## src/rtl/store_write_buffer.sv

```systemverilog
// Store write buffer: an in-order FIFO of pending stores, drained to data memory
// through an IDLE/SETUP/PULSE strobe sequence, with a load-overlap hazard check.
module store_write_buffer #(
   parameter int DEPTH = 4
) (
   input  logic        clock,
   input  logic        rst_n,
   input  logic        storeValid,
   output logic        storeReady,
   input  logic [31:0] storeAddr,
   input  logic [31:0] storeData,
   input  logic [2:0]  storeType,
   output logic        writeRequest,
   output logic [31:0] writeAddress,
   output logic [31:0] writeData,
   output logic [2:0]  writeType,
   input  logic        loadCheck,
   input  logic [31:0] loadAddr,
   output logic        loadHazard,
   output logic        bufferEmpty
);

   localparam int PW = (DEPTH > 1) ? $clog2(DEPTH) : 1;
   localparam int CW = $clog2(DEPTH + 1);

   typedef enum logic [1:0] {
      IDLE  = 2'd0,
      SETUP = 2'd1,
      PULSE = 2'd2
   } drainState_t;

   drainState_t   state;
   drainState_t   nextState;
   logic [PW-1:0] headPtr;
   logic [PW-1:0] tailPtr;
   logic [CW-1:0] count;

   logic [31:0] entryAddr [DEPTH];
   logic [31:0] entryData [DEPTH];
   logic [2:0]  entryType [DEPTH];

   logic push;
   logic pop;
   logic latchHead;
   logic latchInput;
   logic headLegal;
   logic bypassLegal;

   logic [29:0]      loadWord;
   logic [29:0]      loadNext;
   logic [PW-1:0]    slotOffset;
   logic [DEPTH-1:0] entryHit;
   logic             inFlightHit;
   logic             unusedLoadBits;

   assign storeReady  = (count < CW'(DEPTH));
   assign push        = storeValid && storeReady;
   assign headLegal   = (entryType[headPtr] <= 3'd2);
   assign bypassLegal = storeValid && (storeType <= 3'd2);
   assign bufferEmpty = (count == '0) && (state == IDLE);

   // With an empty buffer a legal incoming store is latched straight from the
   // inputs so SETUP follows acceptance directly; it is still enqueued and is
   // popped at the end of its PULSE like any other entry.
   always_comb begin
      nextState  = state;
      pop        = 1'b0;
      latchHead  = 1'b0;
      latchInput = 1'b0;
      case (state)
         IDLE: begin
            if (count != '0) begin
               if (headLegal) begin
                  latchHead = 1'b1;
                  nextState = SETUP;
               end else begin
                  pop = 1'b1;
               end
            end else if (bypassLegal) begin
               latchInput = 1'b1;
               nextState  = SETUP;
            end
         end
         SETUP: nextState = PULSE;
         PULSE: begin
            pop       = 1'b1;
            nextState = IDLE;
         end
         default: nextState = IDLE;
      endcase
   end

   // Entry storage, pointers and occupancy; pointers wrap naturally because
   // DEPTH is a power of two.
   always_ff @(posedge clock or negedge rst_n) begin
      if (!rst_n) begin
         headPtr <= '0;
         tailPtr <= '0;
         count   <= '0;
         for (int i = 0; i < DEPTH; i++) begin
            entryAddr[i] <= '0;
            entryData[i] <= '0;
            entryType[i] <= '0;
         end
      end else begin
         if (push) begin
            entryAddr[tailPtr] <= storeAddr;
            entryData[tailPtr] <= storeData;
            entryType[tailPtr] <= storeType;
            tailPtr            <= tailPtr + PW'(1);
         end
         if (pop) begin
            headPtr <= headPtr + PW'(1);
         end
         count <= count + CW'(push) - CW'(pop);
      end
   end

   // Drain state and the registered memory-side outputs; the write fields only
   // change on the edge leaving IDLE, so they hold through the cycle after PULSE.
   always_ff @(posedge clock or negedge rst_n) begin
      if (!rst_n) begin
         state        <= IDLE;
         writeRequest <= 1'b0;
         writeAddress <= '0;
         writeData    <= '0;
         writeType    <= '0;
      end else begin
         state        <= nextState;
         writeRequest <= (nextState == PULSE);
         if (latchHead) begin
            writeAddress <= entryAddr[headPtr];
            writeData    <= entryData[headPtr];
            writeType    <= entryType[headPtr];
         end else if (latchInput) begin
            writeAddress <= storeAddr;
            writeData    <= storeData;
            writeType    <= storeType;
         end
      end
   end

   // A load overlaps a store when the store's word is the load's word or the
   // next one up (misaligned loads can spill into it).
   always_comb begin
      loadWord   = loadAddr[31:2];
      loadNext   = loadWord + 30'd1;
      slotOffset = '0;
      entryHit   = '0;
      for (int i = 0; i < DEPTH; i++) begin
         slotOffset  = PW'(i) - headPtr;
         entryHit[i] = (CW'(slotOffset) < count) &&
                       ((entryAddr[i][31:2] == loadWord) || (entryAddr[i][31:2] == loadNext));
      end
   end

   assign inFlightHit    = (state != IDLE) &&
                           ((writeAddress[31:2] == loadWord) || (writeAddress[31:2] == loadNext));
   assign loadHazard     = loadCheck && ((|entryHit) || inFlightHit);
   assign unusedLoadBits = ^loadAddr[1:0];

endmodule
```

## config.mk

```make
export PLATFORM = sky130hd
export DESIGN_NAME = store_write_buffer
export DESIGN_NICKNAME = d
export VERILOG_FILES = /design/src/rtl/store_write_buffer.sv
export SDC_FILE = /design/constraint.sdc
export NUM_CORES = 1
export LEC_CHECK = 0
export ABC_CLOCK_PERIOD_IN_PS = 4120
export CORE_MARGIN = 3
export CORE_UTILIZATION = 27
export DETAILED_ROUTE_END_ITERATION = 10
export GPL_TIMING_DRIVEN = 1
export SETUP_SLACK_MARGIN = 0.4
export SYNTH_ARGS = -nofsm -noshare
export SYNTH_HDL_FRONTEND = slang
export SYNTH_SLANG_ARGS = --single-unit
```

## constraint.sdc

```tcl
create_clock -name clock -period 4.12 [get_ports clock]
set_clock_uncertainty 0.05 [all_clocks]
set_input_delay 0.618 -clock clock [delete_from_list [all_inputs] [get_ports clock]]
set_output_delay 0.618 -clock clock [all_outputs]
set_load 0.03 [all_outputs]
```

==> metrics.md <==
| Metric | Value |
|---|---|
| Run status | finished with violations |
| Failing checks | negative setup slack |
| Max-slew violations | 0 |
| Worst Tran Pin Value | 1.12 ns |
| Crit path max fanout | 2 |
| Hold_buf cts | 0 |
| Critical path type | flip-flop to output pin |
| Hold Path Class | input pin to async pin |
| Post-Synthesis Cells | 1603 |
| DR iter-0 viols | 867 |
| P&R area growth vs syn | 35.6% |
| Post-route setup TNS | -0.198 ns |
| Sink Count | 344 |
| Setup ws final | -0.198 ns |
| Maximum clock rate | roughly 230 MHz |
| LEAKAGE | 11.2 nW |
| Max transition margin | ~25% |
| Reg clk slew, reported paths | 0.06 ns |
| Async SR Flop Fraction | 100% |
| Min Tclk post-route | around 4.3 ns |
| Netlist cell types | 68 |
| CTS H-tree lvls | 2 |
| Worst EP arrival | roughly 3.7 ns |
| Most frequent cells in the layout | 342 x dfrtp_1, 290 x buf_4, 269 x mux2_2, 142 x xnor2_1, 142 x clkdlybuf4s50_1 |
| Antenna violations before repair | 10 |
| Row cnt | about 100 |
| Post-synthesis simple-gate area fraction | approximately a tenth |
| R2R Setup Slk | between 0.8 and 0.9 ns |
| Detailed-route vias per instance | 5.09 |
| Mapped Area | 19900 µm² |
| Via count | roughly 15000 |
| Syn Area/Cell | 12.4 µm² |
| Number of global-route vias before repair | 16337 |
| Number of synthesis warnings | 0 |
| Synth Area in Adders | less than 1% |
| Hold Vio Cnt, Final | 0 |
| Commonest non-fill, non-tap cell in the layout | dfrtp_1 |
| Pre-antenna DRT Iters | 5 |
| Final period utilization | 105% |
| WHS | between 0.002 and 0.0025 ns |
| VDD IR max | 0.731 mV |
| Post-synth EDFFs | 0 |
| Fin cells | 3009 |
| Register bit total from synthesis | 344 |
| FILL cells | about 7000 |
| IO buf count | approximately 170 |
| Synthesized Nets | between 1500 and 2000 |
| Most used DFF post-synth | dfrtp_1 |
| Clock Tree Root | clkbuf_16 |
| GRT overflow | 0 |
| Setup Slack @ Placement | -1.36 ns |
| Final setup vio count | 1 |
| Pwr/cell area | 796 nW/µm² |
| Antenna-violating nets left | 0 |
| Share of cells above drive strength 1 | 40.7% |
| Final WL | 79.9 mm |
| Mux contribution to synthesized area | around 23% |
| TritonCTS clock tree | built |
| Crit start category | flip-flop |
| First-pass GRT wire length | 116 mm |
| I/O pin total | approximately 170 |
| Hpwl dp | just under 60 mm |
| Post-Synth XOR/XNOR Area | 13.8% |
| Layout net count | 2137 |
| Compound-Gate Fraction of Synth Area | about 6.4% |
| Die Footprint | around 77000 µm² |
| Initial Utilization | 27.6% |
| Placer Congestion | between 0.9 and 1 |
| GRT Total Usage | between 20 and 25% |
| MaxCap Viol Count | 0 |
| Crit end category | output pin |
| Die X | 278 µm |
| Clock Tree Buf Depth | 3 |
| Core ar. | 72200 µm² |
| Worst EP required | approximately 3.5 ns |
| Main combinational cell family by area after synthesis | multiplexers |
| Largest net degree at the start of global routing | 92 |
| Unrepaired setup endpoints after global routing | true |
| Post-synthesis sequential area ratio | 43.2% |
| Inserted Clock Buffers | 40 |
| Die Y | ~280 µm |
| Placed Cells | 2884 |
| DRC Markers | 0 |
| Routed length per instance | 26.6 µm |
| Latest clock arrival within the worst-skew pair | between 0.5 and 0.6 ns |
[path summary, 6_finish.rpt]
kind                         startpoint       endpoint  depth (start not counted)
max in group asynchronous         rst_n  entryAddr[21]                          2
min in group clock         writeType[0]   writeType[0]                          2
hold / removal                    rst_n  entryData[20]                          1
setup reg to reg             headPtr[0]       count[2]                         10
hold reg to reg            writeType[0]   writeType[0]                          2
setup / recovery             headPtr[1]     loadHazard                         13
[per-stage QoR]
stage	utilization (%)	instance area (µm²)	total power, W
6_report	37.4	27000	0.0215
5_1_grt	37.4	27000	0.0227
4_1_cts	36.8	26600	0.0216
3_5_place_dp	34.1	24600	0.0175
3_3_place_gp	34.1	24600	0.0173
2_1_floorplan	-	20000	0.0130
[Yosys cell counts, types with 15 or more instances]
library cell | number | area (µm²)
nor2_1 | 35 | 131
mux2_2 | 269 | 3030
nand3_1 | 30 | 150
mux4_2 | 67 | 1510
nor3_1 | 23 | 115
clkbuf_1 | 74 | 278
buf_1 | 17 | 63.8
nand2_1 | 35 | 131
xnor2_1 | 148 | 1300
xor2_1 | 117 | 1020
buf_2 | 15 | 75.1
a221o_1 | 64 | 641
dfrtp_1 | 344 | 8610
nand4_1 | 46 | 288
inv_1 | 20 | 75.1
nor2b_1 | 70 | 438
nor4_1 | 36 | 225
xnor3_1 | 18 | 405
[report_power, final]
group / switching, W / internal (W)
Combinational: 0.00520 / 0.00553
Sequential: 0.00178 / 0.00511
Clock: 0.00155 / 0.00230
[worst max-delay path, cell delays in order, from the launching register on]
cell       delay (ns)
dfrtp_4          0.49
inv_4            0.07
ha_4             0.20
a21oi_4          0.14
nor2_4           0.06
or4_4            0.51
a2111oi_4        0.33
nand4_1          0.28
buf_4            0.24
o41ai_2          0.20
a21o_1           0.13
o41a_1           0.17
buf_6            0.14
buf_12           0.11
[per-layer routing]
| metal | track usage [%] | share of wire, % | up-vias | routed length, µm |
|---|---|---|---|---|
| li1 | - | - | 6808 | - |
| met1 | 25.7 | 42 | 7958 | 33500 |
| met2 | 34.5 | 49 | 397 | 39000 |
| met3 | 4.36 | 5.6 | 132 | 4460 |
| met4 | 6.67 | 3.6 | 6 | 2900 |
| met5 | 0 | 0.054 | - | 43 |
[sequential cells by signal, summed over array words and instances, names as in the netlist]
signal and count:
entryType 12, writeAddress 32, state 2, entryData 128, entryAddr 128, headPtr 2, tailPtr 2, writeType 3
count 3, writeData 32
[kinds of logic (layout without fill, tap and decap cells)]
| family | Yosys count | in the layout |
|---|---|---|
| other | 0 | 5 |
| AND/OR/NAND/NOR | 338 | 339 |
| adder cells (fa/ha/maj) | 12 | 12 |
| AO/OA/AOI/OAI | 152 | 152 |
| buffers and inverters | 133 | 583 |
| XOR/XNOR | 284 | 284 |
| flip-flops | 344 | 344 |
| multiplexers | 340 | 340 |
[final cells by class]
cell class,count,area [µm²],area share (%)
multi-input combinational,1127,11300,42.0
sequential,344,8620,31.9
timing repair buffer,489,4310,16.0
tap,950,1190,4.40
clock buffer,49,1090,4.06
clock inverter,25,349,1.29
inverter,20,77.6,0.287
antenna,5,12.5,0.0464
[timing repair]
action,CTS,global route
gates resized for setup,160,64
pin swaps,43,26
setup endpoints to repair,1,1
setup buffers,33,12
gates cloned,1,0
hold endpoints to repair,0,0
(Power assumes the default switching activity.)
